File: config.mk
export PLATFORM = sky130hd
export DESIGN_NAME = jk_excitation_driver
export DESIGN_NICKNAME = d
export VERILOG_FILES = /design/src/rtl/jk_excitation_driver_pkg.sv /design/src/rtl/jk_exc_fifo.sv /design/src/rtl/jk_excitation_driver.sv
export SDC_FILE = /design/constraint.sdc
export NUM_CORES = 1
export LEC_CHECK = 0
export CORE_ASPECT_RATIO = 0.75
export CORE_MARGIN = 3
export CORE_UTILIZATION = 51
export CTS_CLUSTER_DIAMETER = 80
export CTS_CLUSTER_SIZE = 10
export DETAILED_ROUTE_END_ITERATION = 10
export GPL_ROUTABILITY_DRIVEN = 0
export PLACE_DENSITY_LB_ADDON = 0.05
export REMOVE_ABC_BUFFERS = 1
export SETUP_SLACK_MARGIN = 0.15
export SLEW_MARGIN = 10
export SYNTH_ARGS = -nofsm -noshare
export SYNTH_HDL_FRONTEND = slang
export SYNTH_SLANG_ARGS = --single-unit
File: constraint.sdc
create_clock -name clk -period 2.1 [get_ports clk]
set_input_delay 0.42 -clock clk [delete_from_list [all_inputs] [get_ports clk]]
set_output_delay 0.42 -clock clk [all_outputs]
set_load 0.03 [all_outputs]
File: src/rtl/jk_excitation_driver_pkg.sv
// Shared definitions for JK excitation logic: FSM state encodings and the
// per-bit excitation table (inverse of the JK characteristic table).
package jk_excitation_driver_pkg;

    localparam logic [1:0] IDLE  = 2'd0;
    localparam logic [1:0] DRIVE = 2'd1;
    localparam logic [1:0] CHECK = 2'd2;

    // Returns {j, k} that moves a JK flip-flop from q to tgt in one clock.
    function automatic logic [1:0] jk_exc(input logic q, input logic tgt, input logic use_toggle);
        if (q == tgt) begin
            return 2'b00;
        end else if (use_toggle) begin
            return 2'b11;
        end else if (tgt) begin
            return 2'b10;
        end else begin
            return 2'b01;
        end
    endfunction

endpackage

File: src/rtl/jk_exc_fifo.sv
// Small synchronous FIFO holding pending target vectors. Head data is
// presented combinationally; pointers carry an extra wrap bit for full/empty.
module jk_exc_fifo
    import jk_excitation_driver_pkg::*;
#(
    parameter int unsigned WIDTH = 4,
    parameter int unsigned DEPTH = 4
) (
    input  logic             clk,
    input  logic             rst,
    input  logic             push_i,
    input  logic [WIDTH-1:0] data_i,
    input  logic             pop_i,
    output logic [WIDTH-1:0] data_o,
    output logic             full_o,
    output logic             empty_o
);

    localparam int unsigned AW = $clog2(DEPTH);

    logic [WIDTH-1:0] mem_q [DEPTH];
    logic [AW:0]      wr_ptr_q;
    logic [AW:0]      rd_ptr_q;
    logic             do_push;
    logic             do_pop;

    assign full_o  = (wr_ptr_q[AW] != rd_ptr_q[AW]) && (wr_ptr_q[AW-1:0] == rd_ptr_q[AW-1:0]);
    assign empty_o = (wr_ptr_q == rd_ptr_q);
    assign data_o  = mem_q[rd_ptr_q[AW-1:0]];
    assign do_push = push_i && !full_o;
    assign do_pop  = pop_i && !empty_o;

    // Storage array; contents are don't-care until written, so no reset.
    always_ff @(posedge clk) begin
        if (do_push) begin
            mem_q[wr_ptr_q[AW-1:0]] <= data_i;
        end
    end

    // Read/write pointers; reset flushes the FIFO.
    always_ff @(posedge clk or negedge rst) begin
        if (!rst) begin
            wr_ptr_q <= '0;
            rd_ptr_q <= '0;
        end else begin
            if (do_push) begin
                wr_ptr_q <= wr_ptr_q + 1'b1;
            end
            if (do_pop) begin
                rd_ptr_q <= rd_ptr_q + 1'b1;
            end
        end
    end

endmodule

File: src/rtl/jk_excitation_driver.sv
// Drives an external JK flip-flop bank through a stream of target states.
// Each target is popped from a FIFO, excited for one DRIVE cycle, then the
// bank's Q is compared against it at the end of the following CHECK cycle.
module jk_excitation_driver
    import jk_excitation_driver_pkg::*;
#(
    parameter int unsigned WIDTH      = 4,
    parameter int unsigned DEPTH      = 4,
    parameter int unsigned USE_TOGGLE = 0,
    parameter int unsigned CNT_W      = 16
) (
    input  logic             clk,
    input  logic             rst,
    input  logic             tgt_valid,
    output logic             tgt_ready,
    input  logic [WIDTH-1:0] tgt_data,
    input  logic [WIDTH-1:0] q,
    output logic [WIDTH-1:0] j,
    output logic [WIDTH-1:0] k,
    output logic             busy,
    input  logic             err_clr,
    output logic             err,
    output logic [WIDTH-1:0] err_bits,
    output logic [CNT_W-1:0] xfer_cnt
);

    logic [1:0]       state_q, state_d;
    logic [WIDTH-1:0] j_q, j_d;
    logic [WIDTH-1:0] k_q, k_d;
    logic [WIDTH-1:0] exp_q, exp_d;
    logic             err_q, err_d;
    logic [WIDTH-1:0] err_bits_q, err_bits_d;
    logic [CNT_W-1:0] cnt_q, cnt_d;

    logic             fifo_push;
    logic             fifo_pop;
    logic             fifo_full;
    logic             fifo_empty;
    logic [WIDTH-1:0] fifo_head;
    logic [WIDTH-1:0] mismatch;
    logic             load;

    assign fifo_push = tgt_valid && !fifo_full;
    assign tgt_ready = !fifo_full;
    assign mismatch  = q ^ exp_q;

    jk_exc_fifo #(
        .WIDTH (WIDTH),
        .DEPTH (DEPTH)
    ) u_fifo (
        .clk     (clk),
        .rst     (rst),
        .push_i  (fifo_push),
        .data_i  (tgt_data),
        .pop_i   (fifo_pop),
        .data_o  (fifo_head),
        .full_o  (fifo_full),
        .empty_o (fifo_empty)
    );

    // Next-state logic: FSM sequencing, excitation load, check and error update.
    always_comb begin
        state_d    = state_q;
        j_d        = '0;
        k_d        = '0;
        exp_d      = exp_q;
        err_d      = err_q;
        err_bits_d = err_bits_q;
        cnt_d      = cnt_q;
        load       = 1'b0;

        case (state_q)
            IDLE: begin
                if (!fifo_empty) begin
                    load = 1'b1;
                end
            end
            DRIVE: begin
                state_d = CHECK;
            end
            CHECK: begin
                cnt_d = cnt_q + 1'b1;
                if (!fifo_empty) begin
                    load = 1'b1;
                end else begin
                    state_d = IDLE;
                end
            end
            default: begin
                state_d = IDLE;
            end
        endcase

        if (load) begin
            state_d = DRIVE;
            exp_d   = fifo_head;
            for (int unsigned i = 0; i < WIDTH; i++) begin
                {j_d[i], k_d[i]} = jk_exc(q[i], fifo_head[i], USE_TOGGLE != 0);
            end
        end

        // A mismatch arriving on the same edge as err_clr replaces the sticky bits.
        if ((state_q == CHECK) && (mismatch != '0)) begin
            err_d      = 1'b1;
            err_bits_d = err_clr ? mismatch : (err_bits_q | mismatch);
        end else if (err_clr) begin
            err_d      = 1'b0;
            err_bits_d = '0;
        end
    end

    assign fifo_pop = load;

    // State registers; reset drops j/k immediately and discards any pending check.
    always_ff @(posedge clk or negedge rst) begin
        if (!rst) begin
            state_q    <= IDLE;
            j_q        <= '0;
            k_q        <= '0;
            exp_q      <= '0;
            err_q      <= 1'b0;
            err_bits_q <= '0;
            cnt_q      <= '0;
        end else begin
            state_q    <= state_d;
            j_q        <= j_d;
            k_q        <= k_d;
            exp_q      <= exp_d;
            err_q      <= err_d;
            err_bits_q <= err_bits_d;
            cnt_q      <= cnt_d;
        end
    end

    assign j        = j_q;
    assign k        = k_q;
    assign err      = err_q;
    assign err_bits = err_bits_q;
    assign xfer_cnt = cnt_q;
    assign busy     = (state_q != IDLE) || !fifo_empty;

endmodule

# Word level (Yosys, flattened, before mapping)
# Memories as Yosys holds them, arrays and structs flattened.
# Index checks and enable logic that the tools add are counted.
# totals
reg_bits	41
mem_count	1
input_bits	12
ram_bits	16
word_cells	62
# op_classes
bitwise	2
reduce_logical	14
mux	22
n_eq_ne	11
addsub	3
# mem_list
memory	words	word_bits	read_ports	rd_ports_with_merged_regs	write_ports	line_no	rtl
u_fifo.mem_q	4	4	1	0	1	jk_exc_fifo.sv:21	logic [WIDTH-1:0] mem_q [DEPTH];
# ops
cell	count
two-way mux 2 bit	10
two-way mux 4 bit	5
adder 16 x 1 -> 16 bit (second input constant)	1
adder 3 x 1 -> 3 bit (second input constant)	2
two-way mux 1 bit	6
one-hot mux 2 bit (3 select lines)	1
logical AND 1 bit	5
== test 1 bit	4
bitwise OR 4 bit	1
nonzero test 2 bit	2
nonzero test 4 bit	1
XOR 4 bit	1
== test 3 bit	1
inequality test 3 x 2 -> 1 bit (second input constant)	1
== test 2 x 1 -> 1 bit (second input constant)	1
== test 2 bit	1
== test 2 bit (second input constant)	1
zero test 1 bit	2
zero test 2 bit	1
inequality test 2 x 1 -> 1 bit (second input constant)	1
AND reduction 2 bit	1
OR reduction 2 bit	1
logical OR 1 bit	1
inequality test 1 bit	1

# Logic depth before layout (Yosys ltp)
# Gate-level depths: netlist of run 1.
# depth
ltp_word	7
mapped_depth	8
mapped_depth_nobuf	6

# By module
# A second synthesis of run 1 with hierarchy kept.
# hier_totals
cells_unflattened	206
hier_area_um2	2573.7
# modules_own_cells
module	area_per_inst_um2	cells_per_inst	n_inst	seq_area_each_um2
jk_excitation_driver	1472.7	133	1	875.8
jk_exc_fifo	1101.1	73	1	630.6

# Least setup slack after synthesis of run 1
# No wires, ideal clock.
# synth_path
path_type	flip-flop to flip-flop
start	register cnt_q[4] (netlist: xfer_cnt[4])
end	register cnt_q[15] (netlist: xfer_cnt[15])
required_time_ns	2.020
arrival_ns	1.652
stages_incl_launch_ff	6
setup_ns	0.080
setup_slack_ns	0.368
path_buffers	1
path_cell_list	dfrtp_1 nand3_1 or4_4 buf_6 nor3_4 xor2_1
# synth_via
elab_chain_len	1
# synth_rtl
element	line_no	rtl
start, declared	jk_excitation_driver.sv:33	logic [CNT_W-1:0] cnt_q, cnt_d;
start signal, assigned	jk_excitation_driver.sv:131	cnt_q <= cnt_d;
adder 16 x 1 -> 16 bit	jk_excitation_driver.sv:82	cnt_d = cnt_q + 1'b1;
# No other way between the ends.
# A chain may end at the register's enable or synchronous reset.

# Worst setup path in the final report of run 1
# layout_path
start	register u_fifo.rd_ptr_q[1]
end	output port busy
# layout_via
elab_chain_len	3
# layout_rtl
element	line_no	rtl
start, declared	jk_exc_fifo.sv:23	logic [AW:0] rd_ptr_q;
start signal, assigned	jk_exc_fifo.sv:50	rd_ptr_q <= rd_ptr_q + 1'b1;
== test 3 bit	jk_exc_fifo.sv:28	assign empty_o = (wr_ptr_q == rd_ptr_q);
zero test 1 bit	jk_excitation_driver.sv:140	assign busy = (state_q != IDLE) || !fifo_empty;
logical OR 1 bit	jk_excitation_driver.sv:140	
end, declared	jk_excitation_driver.sv:20	output logic busy,
# No other way between the ends.

==> results of run 1 <==
## worst max-delay path, delay by kind of cell (launching register included)
kind / cells / cell delay (ns)
buf+inv: 1 / 0.19
simple gates: 2 / 0.45
flops: 1 / 0.41
xor+xnor: 1 / 0.19
## registers in the layout, indices dropped and copies added, names as in the netlist
register	count
u_fifo.rd_ptr_q	3
xfer_cnt	16
u_fifo.wr_ptr_q	3
exp_q	4
k	4
err_bits	4
j	4
state_q	2
u_fifo.mem_q	16
err	1
## Yosys cell counts (all sizes together)
cell type  count  area, µm²
xnor2         13        114
nor3           2       21.3
and2b          1       7.51
nor4           2       12.5
buf            3       21.3
mux2           6       67.6
nor2           4       15.0
ha             6       75.1
nor3b          8       60.1
edfxtp        16        480
xor2          13        114
nand2b         2       20.0
dfrtp         41       1030
nand2         17       63.8
nand3b         2       15.0
or4            1       11.3
mux4           4       90.1
or3            1       6.26
nand4          3       18.8
o21ai          4       20.0
inv            9       33.8
nor2b          1       6.26
o22ai          1       6.26
and3           7       43.8
nand3          2       10.0
## cell type report
type / instances / area share, %
multi-input cells: 100 / 26.2
well taps: 55 / 2.22
flip-flops and latches: 57 / 48.6
repair buffers: 54 / 16.3
clock buffers: 13 / 5.13
clock inverters: 3 / 0.484
inverters: 9 / 1.09
## stage by stage
stage          worst slack (ns)  utilization, %  area [µm²]  power [mW]
2_1_floorplan             0.392               -        2340        2.88
3_3_place_gp             0.0652            67.6        2880        3.53
3_5_place_dp             0.0349            67.6        2880        3.61
4_1_cts                  0.0897            71.8        3060        4.49
5_1_grt                  0.0563            72.9        3100        4.85
6_report                  0.119            72.9        3100        4.56
## routing by layer
layer / track usage [%] / up-vias
li1: - / 705
met2: 27.2 / 47
met4: 7.11 / 0
met1: 22.5 / 723
met5: 0 / -
met3: 6.73 / 7
## placed cells by master, fill, tap and decap left out, types with 3 or more instances in the layout
cell	netlist	routed
clkdlybuf4s50_1	0	39
clkinv_2	0	3
and3_1	7	7
mux4_2	4	4
xor2_1	13	13
buf_4	0	11
o21ai_0	4	4
clkbuf_8	0	11
xnor2_1	13	11
nor3b_1	8	8
nand2_1	17	17
edfxtp_1	16	16
nand4_1	3	3
dfrtp_1	41	41
inv_1	8	8
ha_1	6	6
nor2_1	4	4
mux2_2	6	6
## timing repair
action / in CTS / in global routing
buffers inserted: 0 / 4
gates resized for setup: 8 / 2
setup endpoints to repair: 2 / 2
endpoints found under the hold margin: 13 / 0
hold buffers: 1 / 0
pin swaps: 0 / 1
## worst max path at each step
stage	start	to	slack, ns	cells past startpoint
6_report	u_fifo.rd_ptr_q[1]	busy	0.12	4
5_1_grt	u_fifo.wr_ptr_q[0]	busy	0.06	4
4_1_cts	u_fifo.wr_ptr_q[0]	busy	0.09	4
3_5_place_dp	u_fifo.wr_ptr_q[0]	busy	0.03	4
3_3_place_gp	u_fifo.rd_ptr_q[1]	busy	0.07	4
2_1_floorplan	u_fifo.rd_ptr_q[0]	u_fifo.wr_ptr_q[1]	0.39	4
## power by group through the flow
stage               logic (mW)  clock network (mW)  registers, mW
finish                    1.96               0.874           1.73
global route              2.12               0.955           1.77
CTS                       1.88               0.894           1.71
detailed placement        1.88                   0           1.73
global placement          1.83                   0           1.70
floorplan                0.833                   0           2.05
## logic make-up after synthesis
| logic type | after synthesis |
|---|---|
| AOI/OAI and AO/OA | 5 |
| xor gates and xnor gates | 26 |
| adders and majority gates | 6 |
| buffers and inverters | 12 |
| DFF | 57 |
| muxes | 10 |
| and+or+nand+nor | 53 |
==> flow_metrics.env, run 1 <==
export IMPL_grt_pass1_vias=1521
export IMPL_fmax_mhz=505
export IMPL_yosys_area_share_adder_pct=3.18
export IMPL_topRoutingLayerUsed="met4"
export IMPL_clkPwrFrac_pct=19.2
export IMPL_ys_seq_elements=57
export IMPL_post_route_min_period_ns=1.98
export IMPL_cts_sinks=57
export IMPL_slew_headroom_pct=65.1
export IMPL_reg2regPathDepth=4
export IMPL_tns_ns=0
export IMPL_route_met2_wl_um=1990
export IMPL_ant_nets=0
export IMPL_synth_area_per_cell_um2=14.0
export IMPL_cp_data_arrival_time_ns=1.56
export IMPL_met3WireLength_um=257
export IMPL_via_count=1482
export IMPL_crit_type="reg2out"
export IMPL_drt_initial_drc_count=48
export IMPL_clock_skew_ns=0.00510
export IMPL_overflow=0
export IMPL_slowest_stage="dfrtp_1"
export IMPL_drive_above_1_share_pct=18.6
export IMPL_min_from="xfer_cnt[15]"
export IMPL_worst_slew_pin_transition_ns=0.519
export IMPL_clk_path_buf_depth=2
export IMPL_hold_ws_ns=0.469
export IMPL_initial_utilization_pct=55.5
export IMPL_die_y_um=64.9
export IMPL_drcViolationCount=0
export IMPL_r2r_start="state_q[0]"
export IMPL_ir_worst_vdd_v=0.000944
export IMPL_synth_xor_area_share_pct=9.65
export IMPL_totalWireLength_um=4260
export IMPL_hpwl_um=3070
export IMPL_routed_via_density=5.09
export IMPL_syn_area_mm2=0.00236
export IMPL_synth_mux_area_share_pct=6.68
export IMPL_wl_met1_um=1960
export IMPL_yosysSeqAreaShare_pct=63.8
export IMPL_finalSetupViolations=0
export IMPL_comb_power_share_pct=43.0
export IMPL_synth_compound_area_share_pct=1.11
export IMPL_critPathMaxFanout=2
export IMPL_die_w_um=84.5
export IMPL_grt_max_degree=17
export IMPL_track_usage_pct=17.6
export IMPL_whs_path_depth=1
export IMPL_ys_types=29
export IMPL_numPortBuffers=42
export IMPL_hold_viol_final=0
export IMPL_placed_cells_incl_taps=270
export IMPL_path_clk_slew_ns=0.06
export IMPL_seqPwrFrac_pct=37.8
export IMPL_worstHoldPathType="reg2reg"
export IMPL_rows=20
export IMPL_end_kind="output port"
export IMPL_rsz0062_at_grt="true"
export IMPL_clk_latency_ns=0.33
export IMPL_regArea_mm2=0.00151
export IMPL_cts_tree="yes"
export IMPL_routedWlPerCell_um=14.6
export IMPL_cts_buffers=9
export IMPL_holdPathEnd="xfer_cnt[15]"
export IMPL_synthSimpleGateAreaFrac_pct=13.2
export IMPL_maxSlewViolCount=0
export IMPL_status="finished clean"
export IMPL_core_region_area_mm2=0.00425
export IMPL_grt_pass1_wl_um=7230
export IMPL_ff2ff_setup_slack_ns=0.45
export IMPL_diodes=0
export IMPL_areaGrowthSynthToFinish_pct=31.4
export IMPL_synth_top_family_by_area="simple AND/OR/NAND/NOR gates"
export IMPL_p_leak_nw=1.36
export IMPL_cap_violations=0
export IMPL_worstSetupStartpointType="register"
export IMPL_powerDensity_mw_per_mm2=1470
export IMPL_nNetsFinal=249
export IMPL_worst_r2r_endpoint="xfer_cnt[15]"
export IMPL_antenna_found_initial=0
export IMPL_dieArea_mm2=0.00549
export IMPL_worstPathRequired_ns=1.68
export IMPL_slowest_delay_ns=0.41
export IMPL_cts_root_buf="clkbuf_8"
export IMPL_multi_input_area_um2=813
export IMPL_yosys_warnings=0
export IMPL_layoutNonFillerInstCount=291
export IMPL_period_share_pct=94.3
export IMPL_fillers=281
export IMPL_swShare_pct=36.1
export IMPL_cts_htree_levels=3
export IMPL_synth_cells=169
export IMPL_dr_pass1_iters=4
export IMPL_p_int_mw=2.92
export IMPL_num_io_pins=43
export IMPL_p_switching_mw=1.65
export IMPL_crit_chain="xnor2_2 -> nand3_1 -> or3_1 -> buf_2"
No activity file was read; power rests on OpenSTA's default activity.
==> run 2, diff against run 1 <==
--- a/config.mk
+++ b/config.mk
@@ -7,7 +7,7 @@
 export LEC_CHECK = 0
 export CORE_ASPECT_RATIO = 0.75
 export CORE_MARGIN = 3
-export CORE_UTILIZATION = 51
+export CORE_UTILIZATION = 46
 export CTS_CLUSTER_DIAMETER = 80
 export CTS_CLUSTER_SIZE = 10
 export DETAILED_ROUTE_END_ITERATION = 10
==> constraint.sdc (replaced) <==
create_clock -name clk -period 1.6 [get_ports clk]
set_input_delay 0.32 -clock clk [delete_from_list [all_inputs] [get_ports clk]]
set_output_delay 0.32 -clock clk [all_outputs]
set_load 0.03 [all_outputs]
==> flow_metrics.env, run 2 (synthesis results as in run 1) <==
export IMPL_status="finished, violations left"
export IMPL_violations="negative setup slack"
export IMPL_critPathMaxFanout=2
export IMPL_areaGrowthSynthToFinish_pct=46.1
export IMPL_clk_latency_ns=0.33
export IMPL_ant_nets=0
export IMPL_num_io_pins=43
export IMPL_hpwl_um=3100
export IMPL_overflow=0
export IMPL_post_route_min_period_ns=1.84
export IMPL_grt_use_met1_pct=22.1
export IMPL_nNetsFinal=267
export IMPL_cts_htree_levels=3
export IMPL_fillers=282
export IMPL_worstHoldPathType="reg2reg"
export IMPL_numPortBuffers=42
export IMPL_end_kind="output port"
export IMPL_slowest_stage="dfrtp_1"
export IMPL_rows=21
export IMPL_diodes=0
export IMPL_core_region_area_mm2=0.00470
export IMPL_grt_pass1_vias=1563
export IMPL_grtUsageMet3_pct=7.94
export IMPL_finalPower_mw=6.93
export IMPL_via_count=1567
export IMPL_final_cell_mix="39 x dfrtp_1, 21 x buf_4, 16 x edfxtp_1, 14 x nand2_1, 13 x xor2_1"
export IMPL_placed_cells_incl_taps=279
export IMPL_layoutNonFillerInstCount=311
export IMPL_slew_headroom_pct=68.8
export IMPL_fin_ws_ns=-0.244
export IMPL_slowest_delay_ns=0.41
export IMPL_period_share_pct=115
export IMPL_grt_pass1_wl_um=7600
export IMPL_routed_via_density=5.04
export IMPL_drt_initial_drc_count=38
export IMPL_worst_slew_pin_transition_ns=0.469
export IMPL_fmax_mhz=542
export IMPL_initial_utilization_pct=50.2
export IMPL_finalSetupViolations=3
export IMPL_final_common_cell="dfrtp_1"
export IMPL_path_delay_family="simple AND/OR/NAND/NOR gates"
export IMPL_p_leak_nw=1.58
export IMPL_cap_violations=0
export IMPL_drcViolationCount=0
export IMPL_pre_cts_ws_ns=-0.354
export IMPL_hold_viol_final=0
export IMPL_hold_ws_ns=0.473
export IMPL_routedWlPerCell_um=15.2
export IMPL_cts_tree="yes"
export IMPL_totalWireLength_um=4740
export IMPL_cp_data_arrival_time_ns=1.52
export IMPL_cts_root_buf="clkbuf_8"
export IMPL_path_clk_slew_ns=0.06
export IMPL_drive_above_1_share_pct=42.1
export IMPL_maxSlewViolCount=0
export IMPL_dr_pass1_iters=4
export IMPL_crit_chain="xnor2_2 -> nand3_1 -> or3_4 -> buf_6"
export IMPL_grt_max_degree=23
export IMPL_powerDensity_mw_per_mm2=2010
export IMPL_ir_worst_vdd_v=0.00138
export IMPL_cts_buffers=9
export IMPL_track_usage_pct=17.5
export IMPL_clk_path_buf_depth=2
export IMPL_worstSetupStartpointType="register"
export IMPL_crit_type="reg2out"
export IMPL_antenna_found_initial=0
export IMPL_top_usage_layer="met2"
export IMPL_worstPathRequired_ns=1.28
export IMPL_cts_sinks=57
export IMPL_met2_usage_pct=26.9
export IMPL_worst_path_buf_inv=1
export IMPL_rsz0062_at_grt="true"
export IMPL_finish_instance_area_mm2=0.00345
export IMPL_die_y_um=68.0
export IMPL_place_area_mm2=0.00294
export IMPL_die_w_um=88.7
export IMPL_dieArea_mm2=0.00603
export IMPL_clock_skew_ns=0.0100
-- run 2: stage by stage --
| step | utilization, % | TNS (ns) |
|---|---|---|
| 3_5_place_dp | 62.5 | -0.354 |
| 2_1_floorplan | - | -1.15 |
| 6_report | 73.3 | -0.263 |
| 3_3_place_gp | 62.5 | -0.340 |
| 4_1_cts | 70.9 | -0.285 |
| 5_1_grt | 73.3 | -1.40 |
-- run 2: worst register-to-register path, stage by stage, from the launching register on --
cell and delay [ns]:
dfrtp_1 0.40, buf_6 0.12, buf_8 0.12, mux4_2 0.56
mux2_4 0.28
-- run 2: worst paths after layout --
check | from | slack, ns | cells after the start | end
hold reg to reg | xfer_cnt[15] | 0.47 | 1 | xfer_cnt[15]
setup / recovery | u_fifo.rd_ptr_q[0] | -0.24 | 4 | busy
hold / removal | xfer_cnt[15] | 0.47 | 1 | xfer_cnt[15]
setup reg to reg | u_fifo.rd_ptr_q[0] | 0 | 4 | exp_q[2]
min in group asynchronous | rst | 0.48 | 2 | j[3]
max in group asynchronous | rst | 0.63 | 3 | xfer_cnt[7]
-- run 2: area by class of cell --
cell class	count	area (µm²)	share of cell area, %
Inverter	9	41.3	1.20
Tap cell	57	71.3	2.07
Clock inverter	3	65.1	1.89
Clock buffer	13	159	4.61
Multi-Input combinational cell	100	966	28.0
Sequential cell	57	1510	43.8
Timing Repair Buffer	72	637	18.5
-- run 2: metal layers --
metal	vias up	share of wire, %
li1	741	-
met1	774	45
met2	46	48
met3	6	6.0
met4	0	0.89
met5	-	0
-- run 2: timing repair --
action                                  CTS  global route
setup buffers                            10             5
hold buffers                              1             0
resized for setup                        96            35
pin swaps                                14            11
endpoints found under the hold margin    19             0
endpoints found under the setup margin   53            54
-- run 2: power breakdown --
part / leakage, nW / switching (mW) / internal [mW] / total (mW)
combinational: 0.795 / 1.64 / 1.59 / 3.23
clock: 0.114 / 0.518 / 0.960 / 1.48
sequential: 0.676 / 0.253 / 1.97 / 2.23
==> RTL change, RTL diff (flow settings as in run 2) <==
Change the parameter `USE_TOGGLE` from 0 to 1.
--- a/src/rtl/jk_excitation_driver.sv
+++ b/src/rtl/jk_excitation_driver.sv
@@ -6,7 +6,7 @@
 #(
     parameter int unsigned WIDTH      = 4,
     parameter int unsigned DEPTH      = 4,
-    parameter int unsigned USE_TOGGLE = 0,
+    parameter int unsigned USE_TOGGLE = 1,
     parameter int unsigned CNT_W      = 16
 ) (
     input  logic             clk,
Formal check against the unedited RTL: not equivalent (a bounded check fails within 4 cycles, from zero or initial values and one cycle with rst low).
==> RTL change against run 2 <==
  * The run still ends with negative setup slack left
  * Final area fell by 2.1%
  * Combinational power rose by 15%
  * Global-route usage fell by 0.12 points
  * Setup slack got worse by 56 ps
  * Power fell by 0.92%
  * Clock skew fell by 6.1 ps
  * Final cell count fell by 0.64%
  * Sequential power fell by 5%
  * Register-to-register slack got worse by 190 ps
  * Sequential cell count fell by 4
  * Count of clock-buffer cells in the layout fell by 8
  * Synthesized area fell by 1.6%
  * Core utilization fell by 0.76 points
  * Routed wire length rose by 2.7%
==> RTL change: results (changes against run 2) <==
status finished, violations left; Clock Latency Late Sink 300 ps (-30 ps); failing checks negative setup slack; layout cells sized above 1 39.7% (-2.4 points); Avg Cell Area, Syn 13.9 um2 (-0.47%); cell count of the worst reg-to-reg path 9 (+5); setup_tns -3070 ps (-2810 ps); met3 wire len 223 um (-21%); Max Clock Skew 3.89 ps (-6.12 ps); Critical Path Start u_fifo.rd_ptr_q[2]; Setup violations, final 22 (+19); multiplexer share of the synthesized area 7.60% (+0.92 points); P_leak 1.60 nW (+0.91%); Worst IR Drop VDD 0.00117 V (-15%); pin count of the biggest net entering global routing 38 (+65%); Post-Synth XOR/XNOR Area 12.0% (+2.3 points); GR Layer Usage met1 23.2% (+1.1 points); Adder-Cell Fraction of Synth Area 3.23% (+0.053 points); Hold WS 384 ps (-88.7 ps); H-Tree Depth 2 (-1); Compound-Gate Fraction of Synth Area 1.13% (+0.019 points); fillcell total 323 (+15%); TritonCTS Buffers 5 (-4); Clock Pin Slew Worst Setup and Hold Paths 90 ps (+30 ps); Post-DP HPWL 3360 um (+8.2%); vias in the first global route 1532 (-2.0%); Synth top cells by count dfrtp_1 (37), xnor2_1 (18), edfxtp_1 (16), nand2_1 (11), xor2_1 (10); Seq/Total Area, Yosys 60.6% (-3.2 points); GRT Total Usage 17.4% (-0.12 points); Arr. time, crit path 1580 ps (+60 ps); met2 GRT Util 28.5% (+1.5 points); fin nets 269 (+0.75%); WL met1 2130 um (+0.42%); via density per instance 4.97 (-1.4%); worst setup margin -300 ps (-55.6 ps); first-pass GRT wire length 7660 um (+0.83%); routed wire length 4870 um (+2.7%); async set-reset flop share out of synthesis 69.8% (-2.1 points); met3 global-route usage 3.90% (-4.0 points); WL per Instance 15.8 um (+3.4%); DP Area 2930 um2 (-0.47%); post-synthesis cell type count 37 (+28%); worst slew pin tran 315 ps (-153 ps); pre-CTS setup slack -471 ps (-117 ps); Hold Crit Class input port to async pin; metal2 WL 2460 um (+7.1%); multi-input logic area 990 um2 (+2.5%)
RTL change: logic make-up after synthesis:
group | Yosys count
flops | 53
simple gates | 48
xor+xnor | 30
buf+inv | 15
mux | 10
fa+ha+maj | 6
compound gates | 5
RTL change: power breakdown:
| part | total, W | internal, W | switching (W) |
|---|---|---|---|
| Sequential | 0.00211 | 0.00183 | 0.000279 |
| Combinational | 0.00371 | 0.00199 | 0.00173 |
| Clock | 0.00105 | 0.000620 | 0.000429 |
RTL change: critical path, cell delays in order (launching register included):
cell and delay, ps:
dfrtp_1 430, xnor2_2 230, nand3_2 120, or3_4 350, buf_6 150
RTL change: layout make-up:
| type | instances | share of cell area, % |
|---|---|---|
| clock inverter | 3 | 1.93 |
| clock buffer | 5 | 2.04 |
| multi-input combinational | 99 | 29.3 |
| timing repair buffer | 83 | 21.5 |
| sequential | 53 | 41.7 |
| tap | 57 | 2.11 |
| inverter | 9 | 1.33 |
